<file path="config.mk">
export PLATFORM = sky130hd
export DESIGN_NAME = fetch_stage
export DESIGN_NICKNAME = d
export VERILOG_FILES = /design/src/rtl/fetch_stage.sv
export SDC_FILE = /design/constraint.sdc
export NUM_CORES = 1
export LEC_CHECK = 0
export ABC_CLOCK_PERIOD_IN_PS = 6600
export BUFFER_PORTS_ARGS = -buffer_cell sky130_fd_sc_hd__clkbuf_2
export CAP_MARGIN = 20
export CORE_AREA = 8 8 133 135
export CTS_CLUSTER_DIAMETER = 200
export DETAILED_ROUTE_END_ITERATION = 10
export DIE_AREA = 0 0 141 143
export PLACE_DENSITY = 0.79
export SLEW_MARGIN = 25
export SYNTH_ARGS = -nofsm -noshare
export SYNTH_HDL_FRONTEND = slang
export SYNTH_SLANG_ARGS = --single-unit
</file>
<file path="constraint.sdc">
create_clock -name clk_i -period 6.6 [get_ports clk_i]
set_clock_uncertainty 0.1 [all_clocks]
set_input_delay 0.99 -clock clk_i [delete_from_list [all_inputs] [get_ports clk_i]]
set_output_delay 0.99 -clock clk_i [all_outputs]
set_load 0.01 [all_outputs]
</file>
<file path="src/rtl/fetch_stage.sv">
// fetch_stage: PC sequencing over a 1-cycle imem, with a stall skid buffer and the IF/ID register
module fetch_stage #(
   parameter logic [31:0] RESET_PC  = 32'h0000_0000,
   parameter logic [31:0] NOP_INSTR = 32'h0000_0013
) (
   input  logic        clk_i,
   input  logic        rst_i,
   input  logic        stall_i,
   input  logic        redirect_i,
   input  logic [31:0] redirect_pc_i,
   output logic [31:0] imem_addr_o,
   input  logic [31:0] imem_rdata_i,
   output logic [31:0] instr_o,
   output logic [31:0] pc_o,
   output logic [31:0] pcplus4_o,
   output logic        valid_o
);
   logic [31:0] fetch_pc_q, inflight_pc_q, skid_q;
   logic        inflight_vld_q, skid_vld_q;
   assign imem_addr_o = fetch_pc_q;
   // redirect beats stall; a stall parks the returning word in the skid so it is issued exactly once
   always_ff @(posedge clk_i or posedge rst_i)
      if (rst_i) begin
         fetch_pc_q     <= RESET_PC;
         inflight_pc_q  <= RESET_PC;
         inflight_vld_q <= 1'b0;
         skid_q         <= '0;
         skid_vld_q     <= 1'b0;
         instr_o        <= NOP_INSTR;
         pc_o           <= '0;
         pcplus4_o      <= '0;
         valid_o        <= 1'b0;
      end else if (redirect_i) begin
         fetch_pc_q     <= {redirect_pc_i[31:2], 2'b00};
         inflight_vld_q <= 1'b0;
         skid_vld_q     <= 1'b0;
         instr_o        <= NOP_INSTR;
         valid_o        <= 1'b0;
      end else if (stall_i) begin
         if (!skid_vld_q) begin
            skid_q     <= imem_rdata_i;
            skid_vld_q <= 1'b1;
         end
      end else begin
         instr_o        <= !inflight_vld_q ? NOP_INSTR : skid_vld_q ? skid_q : imem_rdata_i;
         pc_o           <= inflight_pc_q;
         pcplus4_o      <= inflight_pc_q + 32'd4;
         valid_o        <= inflight_vld_q;
         inflight_pc_q  <= fetch_pc_q;
         inflight_vld_q <= 1'b1;
         fetch_pc_q     <= fetch_pc_q + 32'd4;
         skid_vld_q     <= 1'b0;
      end
endmodule

</file>
== After elaboration in Yosys (flattened, before gate mapping) ==
Cells that the tools add are included.

* Register bits: 195
* Bits of input ports: 68
* Output and inout port bits: 129
* Logic and storage cells: 28

* Add/sub/neg operators: 2
* Equal/unequal tests: 1
* Muxes and demuxes: 12
* Bitwise gates (word level): 2
* Reductions and logical operators: 2

{| class="wikitable"
|+ Operators with widths
! kind !! count
|-
| $mux 32 || 6
|-
| $add 32x3->32 const B || 2
|-
| $mux 1 || 6
|-
| $reduce_and 2->1 || 2
|-
| $ne 2x1->1 const B || 1
|-
| $not 1->1 || 2
|}

== Logic depth before layout (Yosys ltp) ==
Gate-level depths: netlist of the first run.

* Depth after elaboration: 4
* Gate-level depth with buffers: 7
* Depth with buffers taken out: 6

== Worst setup path before layout of the first run ==
OpenSTA, ideal clock, no wires.

* Path type: input -> register
* Start point: input port stall_i
* End point: register fetch_pc_q[28] (netlist: imem_addr_o[28])
* Library setup time: 125 ps
* Arrival time: 2147 ps
* Required time: 6375 ps
* Path slack: 4228 ps
* Stages: 7
* Path buffers: 2
* Cell sequence: buf_2 -> nor2b_1 -> and2_1 -> buf_2 -> nand3_1 -> xnor2_1 -> mux2_2

* Longest elaborated chain between the ends: 1

{| class="wikitable"
|+ Ends and longest elaborated chain
! element !! line !! text
|-
| start: declaration || 8 || <nowiki>input logic stall_i,</nowiki>
|-
| $ne 2x1->1 (no line) || n/a ||
|-
| end signal: assignment || 34 || <nowiki>fetch_pc_q <= {redirect_pc_i[31:2], 2'b00};</nowiki>
|-
| end signal: assignment || 51 || <nowiki>fetch_pc_q <= fetch_pc_q + 32'd4;</nowiki>
|-
| end: declaration || 18 || <nowiki>logic [31:0] fetch_pc_q, inflight_pc_q, skid_q;</nowiki>
|}

Every way passes these cells.
A chain may end at the register's enable or synchronous reset.

== Worst setup path in the final report of the first run ==
* Start point: input port redirect_i
* End point: register instr_o[19]

* Longest elaborated chain between the ends: 1

{| class="wikitable"
|+ Ends and longest elaborated chain
! element !! line !! text
|-
| start: declaration || 9 || <nowiki>input logic redirect_i,</nowiki>
|-
| $ne 2x1->1 (no line) or $mux 32 (tied branches) || n/a ||
|-
| end signal: assignment || 45 || <nowiki>instr_o <= !inflight_vld_q ? NOP_INSTR : skid_vld_q ? skid_q : imem_rdata_i;</nowiki>
|-
| end: declaration || 13 || <nowiki>output logic [31:0] instr_o,</nowiki>
|}

Parallel ways exist; a longest one is shown, timed or not.

==> flow_summary_export.csv, run 1 <==
group,metric,value,unit
timing,final.setup.tns,0,ps
critical_path,reg2regPathDepth,6,
clocking,cts_root_buf,"clkbuf_16",
clocking,path_clk_slew,70,ps
power_and_ir_drop,powerDensity,289.6,nW/µm²
timing,max_slew_margin,35.41,%
critical_path,rr_endpoint,"pcplus4_o[28]",
clocking,cts_tree,"done",
placement,place_hpwl,14030,µm
layout,drive_gt1_share,27.30,%
global_routing,grt_use_met2,30.50,%
synth,netlist_top_cells_area,"dfrtp_1, nand2_1, o21ai_0, mux2_2, xor2_1",
synth,yosysTopAreaCellShare,55.66,%
layout,final_common_cell,"nand2_1",
global_routing,grt_usage,20.05,%
synth,yosysWarnings,0,
floorplan,pin_count,197,
timing,final.min_clock_period,3006,ps
layout,diodes,0,
placement,postPlaceCellArea,9334,µm²
global_routing,busiest_layer,"met2",
clocking,clkSinkCount,187,
synth,synth_cells,832,
power_and_ir_drop,total_power,0.002872,W
synth,synthSimpleGateAreaFrac,19.35,%
clocking,cts_buffers,17,
global_routing,antenna_found_initial,0,
critical_path,crit_required,6760,ps
outcome,status,"finished, final reports clean",
detailed_routing,first_pass_iters,5,
critical_path,critPathLaunchType,"primary input",
layout,nNetsFinal,1069,
timing,fin_ws,3594,ps
min_path,hp-class,"flop to flop",
floorplan,core,15600,µm²
clocking,htree_levels,4,
layout,syn_to_final_growth,19.88,%
clocking,hold_buffers,0,
synth,synth.distinct_cells,35,
detailed_routing,ant_nets,0,
critical_path,timing.rr.start,"inflight_pc_q[2]",
timing,setup_viol,0,
layout,n_fill_cell,1328,
global_routing,grt_util_met1,27.99,%
detailed_routing,wl,19780,µm
job,maxCapViolCount,0,
synth,seq_area_frac_synth,56.62,%
layout,final_cell_mix,"nand2_1, clkbuf_2, dfrtp_1",
synth,synth_area_leader_cell,"dfrtp_1",
synth,synth_top_family_by_area,"simple AND/OR/NAND/NOR gates",
power_and_ir_drop,peakVddDrop,174.0,µV
timing,tightest_slew,968.8,ps
synth,synth_compound_area_share,5.975,%
global_routing,grt_start_max_net_pins,136,
global_routing,grt_pass1_vias,6216,
placement,place_ws,3425,ps
floorplan,num_rows,46,
floorplan,fp.dieW,141,µm
timing,max_freq,0.3326,GHz
timing,rsz0062_at_grt,"no",
synth,synth.avg_cell_area,9.942,µm²
detailed_routing,route.detailed.drc,0,
critical_path,critPathArrivalTime,3170,ps
placement,gp_congestion,0.8248,
min_path,hold_path_end,"instr_o[7]",
min_path,holdPathStages,2,
synth,synth_fa_ha_area_share,0.3025,%
timing,fin_crit_sh,45.55,%
critical_path,endpoint_kind,"flop",
timing,slew_viol_final,0,
synth,synth_xor_area_share,6.035,%
clocking,clock_latency,420,ps
synth,synth_mux_area_share,8.667,%
critical_path,regToRegSetupSlack,4410,ps
placement,numPortBuffers,188,
layout,final_area,9916,µm²
global_routing,grt_first_pass_wirelength,32370,µm
detailed_routing,viasPerCell,5.137,
synth,synth.ff_latch_count,187,
timing,hold_violations,0,
min_path,min_from,"instr_o[7]",
floorplan,die_height,143,µm
clocking,cts_buffer_depth,2,
critical_path,critPathMaxFanout,62,
global_routing,grt_overflow,0,
detailed_routing,wl_per_cell,16.12,µm
detailed_routing,vias,6303,
detailed_routing,dr.first_iter.drc_count,410,
synth,synth_area,8272,µm²
floorplan,start_util,53.03,%
global_routing,use_met3,4.942,%
floorplan,die_area,20160,µm²
power_and_ir_drop,power_leakage,4.867,nW
clocking,post_cts_resized,0,
clocking,post_cts.repair.setup_buffers,0,
critical_path,path_class,"primary input to flop",
## metrics by stage
step	cells	hold WS (ps)	utilization [%]
floorplan	837	375.0	-
global placement	1196	358.3	59.84
detailed placement	1196	362.0	59.84
CTS	1227	379.0	63.56
global route	1227	392.8	63.57
finish	1227	377.5	63.57
## area by class of cell
class	instances	area [µm²]	area share [%]
flip-flops and latches	187	4684	47.24
repair buffers	193	978.4	9.868
well taps	216	270.3	2.726
clock buffers	19	442.9	4.467
multi-input cells	594	3373	34.02
inverters	6	30.03	0.3028
clock inverters	12	136.4	1.375
## worst max-delay path, stage by stage
cell and delay (ps):
clkbuf_2 70, buf_4 440, nand2b_1 370, clkinv_1 820
nand2_1 310, o21ai_0 150
## cell families after synthesis
| kind of cell | count (synthesis) |
|---|---|
| simple gates | 367 |
| flops | 187 |
| compound gates | 95 |
| mux | 67 |
| xor+xnor | 57 |
| buf+inv | 56 |
| fa+ha+maj | 2 |
| other cells | 1 |
## how the worst max path moves through the flow
stage,start,endpoint
CTS,redirect_i,pcplus4_o[14]
detailed placement,redirect_i,pcplus4_o[31]
global route,redirect_i,instr_o[19]
floorplan,rst_i,imem_addr_o[10]
finish,redirect_i,instr_o[19]
global placement,redirect_i,pcplus4_o[19]
## synthesized netlist by cell type
cell	number
ha_1	2
or2_2	1
nand2_1	277
nor4b_4	1
and4_1	5
nor2b_1	1
and3_1	10
nand4_4	1
nor2_1	11
o21ai_1	5
o22a_1	3
o21ai_0	84
dfstp_2	3
xor2_1	38
nor3_1	8
and3b_1	1
nand3_1	26
nor3_2	1
nand2b_1	1
mux2i_1	30
mux2_2	37
o21ai_2	2
conb_1	1
clkbuf_1	33
dfrtp_1	184
nand4_1	17
buf_4	7
nor4_1	1
nand4_2	1
inv_1	6
nor3_4	1
xnor2_1	19
and2_1	3
a21oi_1	1
buf_2	10
## sequential cells by signal (all words and copies together), names as in the netlist
signal / count
valid_o: 1
skid_vld_q: 1
inflight_pc_q: 30
inflight_vld_q: 1
imem_addr_o: 30
skid_q: 32
pc_o: 30
pcplus4_o: 30
instr_o: 32
## power breakdown
part	switching [W]	leakage, nW	internal, W	total [W]
Sequential	0.000141	2.36	0.00130	0.00144
Combinational	0.000240	2.22	0.000185	0.000425
Clock	0.000437	0.282	0.000572	0.00101
## layer usage
metal	wire, µm	up-vias
met5	0	-
met4	236	0
met3	1204	17
met2	9064	204
met1	9272	2989
li1	-	3093
Note: power is estimated with default switching activity, not from simulation.
==> inputs of run 2 (changes only) <==
Settings changed: ABC_CLOCK_PERIOD_IN_PS 6600 to 2700, CORE_AREA 8 8 133 135 to 8 8 139 141, DIE_AREA 0 0 141 143 to 0 0 147 149, PLACE_DENSITY 0.79 to 0.76.
Clock period 6.6 ns to 2.7 ns, I/O delays scaled along.
==> flow_summary_export.csv, run 2 (synthesized netlist as in run 1, its figures left out) <==
group,metric,value,unit
timing,fin_hold_ws,-15.39,ps
layout,final_cell_count_no_fill,1245,
critical_path,slowest_stage,"and2_1",
critical_path,critPathLaunchType,"flop",
clocking,cts_buffers,17,
placement,gp_congestion,0.8432,
layout,syn_to_final_growth,21.87,%
power_and_ir_drop,peakVddDrop,455.3,µV
floorplan,die_height,149,µm
clocking,path_clk_slew,70,ps
global_routing,grt_first_pass_wirelength,32550,µm
floorplan,pin_count,197,
critical_path,crit_required,2910,ps
layout,top_regs,"instr_o x32, skid_q x32",
critical_path,critPathArrivalTime,2460,ps
power_and_ir_drop,power_leakage,4.941,nW
critical_path,endpoint_kind,"flop",
clocking,clock_latency,430,ps
clocking,clkSinkCount,187,
layout,nNetsFinal,1077,
layout,final_common_cell,"nand2_1",
job,maxCapViolCount,0,
floorplan,core,17060,µm²
floorplan,num_rows,48,
timing,tightest_slew,580.4,ps
timing,fin_crit_sh,83.23,%
timing,rsz0062_at_grt,"no",
layout,diodes,0,
clocking,cts_root_buf,"clkbuf_16",
critical_path,critPathMaxStageDelay,460,ps
global_routing,grt_usage,18.50,%
critical_path,path_class,"flop to flop",
layout,final_cell_mix,"nand2_1, clkbuf_2, dfrtp_1",
clocking,hold_buffers,0,
placement,place_ws,504.1,ps
detailed_routing,viasPerCell,5.102,
layout,multi_input_area,3371,µm²
placement,numPortBuffers,188,
placement,place_hpwl,14540,µm
layout,seqCellArea,4684,µm²
timing,setup_viol,0,
detailed_routing,wl_per_cell,16.16,µm
timing,final.min_clock_period,2247,ps
timing,hold_violations,4,
detailed_routing,first_pass_iters,5,
power_and_ir_drop,powerDensity,711.3,nW/µm²
critical_path,cp_cell_sequence,"ha_1 > nor2b_1 > and2_1 > nand3_1 > xnor2_1 > mux2_2",
timing,fin_ws,452.9,ps
clocking,cts_buffer_depth,2,
critical_path,critPathMaxFanout,10,
detailed_routing,dr.first_iter.drc_count,304,
clocking,post_cts.repair.setup_buffers,0,
detailed_routing,vias,6352,
global_routing,grt_start_max_net_pins,107,
layout,drive_gt1_share,27.94,%
outcome,status,"complete, but fails checks",
global_routing,antenna_found_initial,0,
floorplan,fp.dieW,147,µm
placement,dp.cells,1213,
detailed_routing,ant_nets,0,
timing,slew_viol_final,0,
timing,max_freq,0.4450,GHz
detailed_routing,route.detailed.drc,0,
global_routing,grt_overflow,0,
global_routing,grt_pass1_vias,6282,
min_path,hp-class,"primary input to async pin",
timing,max_slew_margin,61.01,%
detailed_routing,wl,20120,µm
layout,n_fill_cell,1485,
clocking,htree_levels,4,
clocking,cts_tree,"done",
floorplan,die_area,21900,µm²
outcome,violations,"negative hold slack",
clocking,post_cts_resized,0,
floorplan,start_util,48.50,%
[run 2: cell types whose count changed in the layout (fill, tap and decap cells not counted), moves of 2 or more]
cell | previous run | this run
clkinv_4 | 0 | 2
buf_12 | 0 | 4
inv_6 | 4 | 2
inv_8 | 2 | 4
buf_4 | 5 | 9
clkinv_2 | 3 | 0
clkinv_8 | 0 | 3
[run 2: routing by layer]
layer / track usage (%) / share of wire, %
met5: 0 / 0
met4: 6.527 / 0.93
met3: 4.763 / 5.7
met2: 28.89 / 47
met1: 24.61 / 46
[run 2: through the flow]
stage	area [µm²]	setup TNS [ps]	total power [W]	utilization, %	hold WS [ps]
finish	10080	0	0.007170	59.10	-15.39
global route	10080	0	0.007536	59.10	18.12
CTS	10080	0	0.007263	59.10	11.88
detailed placement	9452	0	0.004640	55.41	361.5
global placement	9452	0	0.004589	55.41	360.0
floorplan	8294	-38470	0.004119	-	375.0
[run 2: layout make-up]
type                    count  area share, %
clock buffers              17          4.220
clock inverters            15          2.023
inverters                   6         0.2606
multi-input cells         594          33.44
flip-flops and latches    187          46.47
well taps                 225          2.793
repair buffers            201          10.80
[run 2: worst paths after layout]
check / end / cells after the start / slack, ps / startpoint
max in group asynchronous: pcplus4_o[19] / 3 / 2020 / rst_i
worst min register to register: pcplus4_o[3] / 2 / 380 / pcplus4_o[3]
worst min-delay path: pc_o[3] / 3 / -20 / rst_i
worst max-delay path: imem_addr_o[28] / 6 / 450 / imem_addr_o[2]
worst max register to register: imem_addr_o[28] / 6 / 450 / imem_addr_o[2]
min in group clk_i: imem_addr_o[3] / 3 / 80 / redirect_pc_i[3]
[run 2: power breakdown]
part / total [W] / switching (W) / internal, W
clock network: 0.00260 / 0.00118 / 0.00142
logic: 0.00107 / 0.000606 / 0.000467
registers: 0.00350 / 0.000327 / 0.00317
[run 2: worst max-delay path: cells and delay by family (launching register included)]
kind | cells | cell delay [ps]
xor gates and xnor gates | 1 | 160
and+or+nand+nor | 3 | 990
adders and majority gates | 1 | 180
DFF | 1 | 430
muxes | 1 | 270
==> inputs of run 3 (changes only) <==
Settings changed: ABC_CLOCK_PERIOD_IN_PS 2700 to 2150, CORE_AREA 8 8 139 141 to 8 8 133 135, DIE_AREA 0 0 147 149 to 0 0 141 143, PLACE_DENSITY 0.76 to 0.79.
Clock period 2.7 ns to 2.15 ns, I/O delays scaled along.
==> flow_summary_export.csv, run 3 (synthesized netlist as in run 1, its figures left out) <==
group,metric,value,unit
timing,final.min_clock_period,1954,ps
layout,final_cell_mix,"nand2_1, clkbuf_2, dfrtp_1",
clocking,cts_buffers,17,
timing,slew_viol_final,0,
placement,place_hpwl,14550,µm
job,maxCapViolCount,0,
floorplan,start_util,53.03,%
clocking,cts_tree,"done",
detailed_routing,wl,20160,µm
timing,fin_ws,195.9,ps
layout,drive_gt1_share,28.29,%
critical_path,crit_required,2360,ps
timing,hold_violations,0,
layout,final_common_cell,"nand2_1",
layout,nNetsFinal,1107,
layout,final_cell_count_no_fill,1266,
global_routing,grt_use_met2,32.71,%
critical_path,path_class,"flop to flop",
global_routing,antenna_found_initial,0,
power_and_ir_drop,powerDensity,859.9,nW/µm²
floorplan,core,15600,µm²
detailed_routing,dr.first_iter.drc_count,387,
clocking,htree_levels,4,
timing,rsz0062_at_grt,"no",
placement,gp_congestion,0.8596,
detailed_routing,first_pass_iters,5,
detailed_routing,route.detailed.drc,0,
critical_path,timing.rr.start,"inflight_pc_q[3]",
critical_path,rr_endpoint,"pcplus4_o[28]",
floorplan,fp.dieW,141,µm
detailed_routing,wl_per_cell,15.92,µm
critical_path,startpoint,"inflight_pc_q[3]",
layout,n_fill_cell,1241,
layout,final_util,66.04,%
outcome,status,"finished, final reports clean",
clocking,clkSinkCount,187,
global_routing,grt_usage,20.58,%
global_routing,grt_first_pass_wirelength,33020,µm
placement,numPortBuffers,188,
critical_path,critPathMaxStageDelay,430,ps
floorplan,die_area,20160,µm²
clocking,clock_latency,430,ps
clocking,cts_root_buf,"clkbuf_16",
global_routing,grt_overflow,0,
detailed_routing,viasPerCell,5.114,
global_routing,use_met3,5.476,%
detailed_routing,vias,6474,
clocking,cts_buffer_depth,2,
critical_path,slowest_stage,"dfrtp_1",
critical_path,critPathMaxFanout,5,
floorplan,pin_count,197,
placement,dp.cells,1215,
timing,max_freq,0.5118,GHz
critical_path,cp.depth,7,
global_routing,grt_util_met1,27.04,%
critical_path,endpoint,"pcplus4_o[28]",
critical_path,critPathArrivalTime,2160,ps
layout,syn_to_final_growth,24.52,%
global_routing,grt_start_max_net_pins,68,
detailed_routing,ant_nets,0,
global_routing,grt_pass1_vias,6384,
critical_path,endpoint_kind,"flop",
placement,place_ws,197.1,ps
timing,fin_crit_sh,90.89,%
critical_path,path_delay_family,"simple AND/OR/NAND/NOR gates",
layout,diodes,0,
floorplan,num_rows,46,
clocking,path_clk_slew,70,ps
layout,top_regs,"instr_o x32, skid_q x32",
critical_path,cp_num_buf_inv,1,
critical_path,cp_cell_sequence,"ha_1 > nand3_1 > nor3_1 > buf_4 > nand4_1 > xor2_1 > o21ai_2",
power_and_ir_drop,power_leakage,5.063,nW
floorplan,die_height,143,µm
power_and_ir_drop,peakVddDrop,583.5,µV
critical_path,critPathLaunchType,"flop",
timing,setup_viol,0,
critical_path,regToRegSetupSlack,200,ps
min_path,hp-class,"primary input to flop",
global_routing,busiest_layer,"met2",
critical_path,reg2regPathDepth,7,
run 3: through the flow:
| stage | cell area (µm²) | hold slack [ps] | TNS (ps) | power [W] |
|---|---|---|---|---|
| finish | 10300 | 15.16 | 0 | 0.008857 |
| global route | 10300 | 15.34 | 0 | 0.009279 |
| CTS | 10300 | 2.000 | 0 | 0.008937 |
| detailed placement | 9523 | 200.9 | 0 | 0.005840 |
| global placement | 9523 | 199.1 | 0 | 0.005776 |
| floorplan | 8294 | 343.5 | -124700 | 0.005173 |
run 3: metal layers:
layer  share of wire, %  wire, µm
met1                 44      8970
met2                 47      9542
met3                6.6      1338
met4                1.5       310
met5                  0         0
run 3: repair_timing:
| item | in CTS | in global routing |
|---|---|---|
| hold buffers | 19 | 0 |
| resized for setup | 0 | 1 |
| setup endpoints to repair | 0 | 3 |
| endpoints found under the hold margin | 27 | 0 |
| buffers inserted | 0 | 0 |
run 3: how the worst min path moves through the flow:
stage,startpoint,depth (start not counted),end
detailed placement,rst_i,2,inflight_pc_q[3]
global placement,rst_i,2,pc_o[3]
CTS,redirect_pc_i[30],3,imem_addr_o[30]
floorplan,redirect_pc_i[10],2,imem_addr_o[10]
global route,redirect_pc_i[30],3,imem_addr_o[30]
finish,redirect_pc_i[16],3,imem_addr_o[16]
run 3: area by class of cell:
class,instances,area [µm²],area share (%)
Sequential cell,187,4684,45.48
Multi-Input combinational cell,594,3373,32.75
Timing Repair Buffer,231,1361,13.22
Clock buffer,19,452.9,4.397
Tap cell,216,270.3,2.624
Clock inverter,13,131.4,1.276
Inverter,6,26.28,0.2551
run 3: power by group:
group / total (W) / internal, W / switching [W]
logic: 0.00140 / 0.000617 / 0.000782
registers: 0.00439 / 0.00398 / 0.000404
clock network: 0.00307 / 0.00169 / 0.00138
total: 0.00886 / 0.00629 / 0.00257
run 3: worst register-to-register path, stage by stage (launching register included):
cell and delay, ps:
dfrtp_1 430, ha_1 230, nand3_1 250, nor3_1 260, buf_4 170, nand4_1 110
xor2_1 210, o21ai_2 60
